## src/rtl/pipe_stage_reg.sv

```systemverilog
// pipe_stage_reg: generic inter-stage pipeline register for the 5-stage MIPS core.
// Carries an opaque payload, the instruction PC, a valid bit and the hazard-unit
// T_new field. Supports stall (hold), flush (bubble insert) and a saturating
// T_new decrement on every valid capture.
// Optional feature: define PIPE_STAGE_STAT_EN to add the stall_cnt / bubble_cnt
// statistics outputs. With the macro undefined those ports and counters are absent.
module pipe_stage_reg #(
    parameter int unsigned PAYLOAD_W      = 128,
    parameter int unsigned TNEW_W         = 2,
    parameter int unsigned TNEW_DEC       = 1,
    parameter logic [31:0] RESET_PC       = 32'h0000_3000,
    parameter bit          KEEP_PC_ON_CLR = 1'b1
) (
    input  logic                 clk,
    input  logic                 reset,
    input  logic                 en,
    input  logic                 clr,
    input  logic                 in_valid,
    input  logic [PAYLOAD_W-1:0] in_payload,
    input  logic [31:0]          in_pc,
    input  logic [TNEW_W-1:0]    in_tnew,
    output logic                 out_valid,
    output logic [PAYLOAD_W-1:0] out_payload,
    output logic [31:0]          out_pc,
    output logic [TNEW_W-1:0]    out_tnew
`ifdef PIPE_STAGE_STAT_EN
    ,
    output logic [31:0]          stall_cnt,
    output logic [31:0]          bubble_cnt
`endif
);

    // A decrement at least as large as the field's range always saturates to zero,
    // so it is resolved at elaboration and the run-time compare stays TNEW_W wide.
    localparam bit              DEC_SATURATES = (64'(TNEW_DEC) >= (64'd1 << TNEW_W));
    localparam logic [TNEW_W-1:0] DEC_AMT     = DEC_SATURATES ? '0 : TNEW_DEC[TNEW_W-1:0];

    logic                 valid_reg,   valid_next;
    logic [PAYLOAD_W-1:0] payload_reg, payload_next;
    logic [31:0]          pc_reg,      pc_next;
    logic [TNEW_W-1:0]    tnew_reg,    tnew_next;
    logic [TNEW_W-1:0]    tnew_dec;

    // Saturating T_new decrement; never wraps below zero.
    always_comb begin
        tnew_dec = '0;
        if (!DEC_SATURATES && (in_tnew > DEC_AMT)) begin
            tnew_dec = in_tnew - DEC_AMT;
        end
    end

    // Next-state selection: flush beats enable, enable beats hold.
    always_comb begin
        valid_next   = valid_reg;
        payload_next = payload_reg;
        pc_next      = pc_reg;
        tnew_next    = tnew_reg;
        if (clr) begin
            // Flush: bubble, PC either kept from upstream or parked at the reset vector.
            valid_next   = 1'b0;
            payload_next = '0;
            tnew_next    = '0;
            pc_next      = KEEP_PC_ON_CLR ? in_pc : RESET_PC;
        end else if (en) begin
            // Upstream PC is always kept so EPC logic downstream sees a real address.
            pc_next = in_pc;
            if (in_valid) begin
                valid_next   = 1'b1;
                payload_next = in_payload;
                tnew_next    = tnew_dec;
            end else begin
                // Zeroed payload guarantees a bubble never asserts a write enable.
                valid_next   = 1'b0;
                payload_next = '0;
                tnew_next    = '0;
            end
        end
    end

    // Stage registers with synchronous reset taking priority over everything.
    always_ff @(posedge clk) begin
        if (reset) begin
            valid_reg   <= 1'b0;
            payload_reg <= '0;
            pc_reg      <= RESET_PC;
            tnew_reg    <= '0;
        end else begin
            valid_reg   <= valid_next;
            payload_reg <= payload_next;
            pc_reg      <= pc_next;
            tnew_reg    <= tnew_next;
        end
    end

    assign out_valid   = valid_reg;
    assign out_payload = payload_reg;
    assign out_pc      = pc_reg;
    assign out_tnew    = tnew_reg;

`ifdef PIPE_STAGE_STAT_EN
    logic [31:0] stall_cnt_reg;
    logic [31:0] bubble_cnt_reg;
    logic        stall_evt;
    logic        bubble_evt;

    // A stall is only counted while a real instruction is being held.
    assign stall_evt  = !en && !clr && valid_reg;
    assign bubble_evt = clr || (en && !in_valid);

    // Saturating statistics counters; cleared only by reset, never by a flush.
    always_ff @(posedge clk) begin
        if (reset) begin
            stall_cnt_reg  <= '0;
            bubble_cnt_reg <= '0;
        end else begin
            if (stall_evt && (stall_cnt_reg != 32'hFFFF_FFFF)) begin
                stall_cnt_reg <= stall_cnt_reg + 32'd1;
            end
            if (bubble_evt && (bubble_cnt_reg != 32'hFFFF_FFFF)) begin
                bubble_cnt_reg <= bubble_cnt_reg + 32'd1;
            end
        end
    end

    assign stall_cnt  = stall_cnt_reg;
    assign bubble_cnt = bubble_cnt_reg;
`endif

endmodule

```

## config.mk

```make
export PLATFORM = sky130hd
export DESIGN_NAME = pipe_stage_reg
export DESIGN_NICKNAME = d
export VERILOG_FILES = /design/src/rtl/pipe_stage_reg.sv
export SDC_FILE = /design/constraint.sdc
export NUM_CORES = 1
export LEC_CHECK = 0
export ABC_AREA = 1
export ABC_CLOCK_PERIOD_IN_PS = 900
export BUFFER_PORTS_ARGS = -buffer_cell sky130_fd_sc_hd__clkbuf_2
export CAP_MARGIN = 30
export CORE_AREA = 5 5 125 127
export DETAILED_ROUTE_END_ITERATION = 6
export DIE_AREA = 0 0 130 132
export GPL_ROUTABILITY_DRIVEN = 0
export HOLD_SLACK_MARGIN = 0.1
export PLACE_DENSITY_LB_ADDON = 0.25
export SKIP_CTS_REPAIR_TIMING = 1
export SYNTH_ARGS = -nofsm -noshare
export SYNTH_HDL_FRONTEND = slang
export SYNTH_SLANG_ARGS = --single-unit
export TNS_END_PERCENT = 30
```

## constraint.sdc

```tcl
create_clock -name clk -period 0.9 [get_ports clk]
set_input_delay 0.045 -clock clk [delete_from_list [all_inputs] [get_ports clk]]
set_output_delay 0.045 -clock clk [all_outputs]
set_load 0.03 [all_outputs]
```

==> run summary <==
Status = complete, but fails checks
Violated checks = negative setup slack
Average wire per standard cell = 17.4 um
Antenna violations before repair = 1
Reg clk slew, reported paths = 60 ps
Commonest non-fill, non-tap cell in the layout = nand2_1
P&R area growth vs syn = 95.5%
Final Hold Vio Count = 0
Clock Root Buffer = clkbuf_16
WHS = 147 ps
Kind of critical path = reg -> out
Multi-input logic area = 2060 um^2
Grt ovf = 0
Setup-failing EPs final = 163
WHS Endpoint = out_payload[13]
Sequential share of the synthesized area = 57.6%
DP Area = 7550 um^2
Min Tclk post-route = 968 ps
Placed Cells = 1202
Largest net degree at the start of global routing = 50
Final period util = 108%
Mapped Area = 5670 um^2
Nets@finish = 1379
CTS tree = yes
R2r startpoint = out_payload[46]
Max-slew violations = 0
Critical-path cell list = buf_6
Average size of a mapped cell = 7.93 um^2
CP Data Arrival Time = 920 ps
Commonest non-fill, non-tap cells in the layout = nand2_1 (265), dlygate4sd3_1 (166), clkbuf_2 (166), dfxtp_2 (163), buf_6 (163)
R2R depth = 3
Hpwl dp = 13100 um
Peak Freq = 1030 MHz
Crit-path max FO = 2
Die height = 132 um
Setup TNS = -4190 ps
Fin util = 77.4%
Critical Path Source Type = register
DRC errors left = 0
Mapped Cells = 715
CP max stage delay = 360 ps
Crit path capture type = primary output
Netlist cell types = 13
Worst Path Buf+Inv = 1
FF-to-FF End = out_payload[46]
Final instance area = 11100 um^2
Crit-path leading delay family = flip-flops
Area share of the largest cell type after synthesis = 57.6%
RSZ-0062 raised after global routing = true
Top cells by area, synth = dfxtp_1 (58%), nand2_1 (18%), a21oi_1 (11%), nor2_1 (4.4%), o21ai_0 (2.6%)
Vias in the first global route = 5187
CP max stage cell = dfxtp_2
HP Start = en
Synth area leader = dfxtp_1
LEAKAGE = 4.85 nW
Detail Route Antenna Nets = 0
Layout filler cell count = 810
Maxcap violations = 0
Fin cells = 1407
IO Pins = 330
Buffers added on ports = 329
Vias = 6894
TritonCTS Sinks = 163
Via-to-Cell Ratio = 4.90
Post-route setup slack = -67.6 ps
Post-Syn Nets = 882
Slew headroom = 81.7%
Die area = 17200 um^2
CP Data Required Time = 850 ps
H-Tree Depth = 4
Num rows = 44
WL final = 24400 um
Initial Utilization = 39.6%
Skew-Pair Late Insertion Delay = 410 ps
Reg2reg setup slack = 180 ps
Total Routing Usage GR = 19.4%
Num CTS Buffers = 17
Hold Crit Class = in -> reg
Ys Warns = 0
First-pass GRT wire length = 26500 um
Die width = 130 um
First-pass DRT Iterations = 5
Area taken by flip-flops and latches = 3470 um^2
Hold Path Cell Cnt = 4
Synth Register Bits = 163
DRT iter0 DRCs = 415
Skew final = 0 ps
Worst-Margin Slew = 272 ps
Core area = 14300 um^2
Max rail drop VDD = 0.00112 V
Clock buffer depth = 2
Share of cells above drive strength 1 = 45.3%
Pwr Density = 1590 nW/um^2
layout make-up:
type | count | area share (%)
antenna | 1 | 0.0226
clock buffer | 24 | 4.26
clock inverter | 5 | 0.926
inverter | 7 | 0.260
multi-input combinational | 494 | 18.6
sequential | 163 | 31.3
tap | 184 | 2.08
timing repair buffer | 529 | 42.5
stage by stage:
step	setup WS, ps	power [mW]
after detailed placement	-54.4	9.56
after CTS	-171	16.7
after global routing	-101	18.2
after global placement	4.87	9.55
final	-67.6	17.6
after floorplan	104	8.75
layer usage:
| metal | track usage, % | routed length, um | share of wire (%) |
|---|---|---|---|
| met5 | 0 | 0 | 0 |
| met4 | 6.06 | 896 | 3.7 |
| met3 | 8.79 | 2280 | 9.3 |
| met2 | 32.4 | 12700 | 52 |
| met1 | 22.0 | 8590 | 35 |
Yosys cell counts:
master / number
nand2_1: 266
dfxtp_1: 163
a21oi_1: 130
nor2_1: 66
o21ai_0: 30
buf_2: 28
buf_6: 12
clkbuf_1: 8
inv_1: 6
buf_1: 2
nand3_1: 2
buf_4: 1
inv_2: 1
power by group:
part | switching (mW) | leakage (nW) | internal (mW)
Sequential | 0.168 | 1.40 | 7.48
Clock | 2.71 | 0.276 | 4.47
Combinational | 1.40 | 3.17 | 1.42
flip-flops by register name, summed over array words and instances, names as in the netlist:
register and flops:
out_payload 128, out_valid 1, out_tnew 2, out_pc 32
cells by family after synthesis:
logic type	after synthesis	synth area share, %
flip-flops	163	57.6
buffers and inverters	58	6.12
AO/OA/AOI/OAI	160	14.1
AND/OR/NAND/NOR	334	22.2
worst max-delay path by stage:
stage,endpoint,startpoint,cells after the start
after global routing,out_pc[7],out_pc[7],1
after detailed placement,out_payload[96],en,6
after global placement,out_payload[72],en,5
final,out_pc[7],out_pc[7],1
after CTS,out_pc[7],out_pc[7],1
after floorplan,out_tnew[1],out_tnew[1],4
No activity file was read; power rests on OpenSTA's default activity.
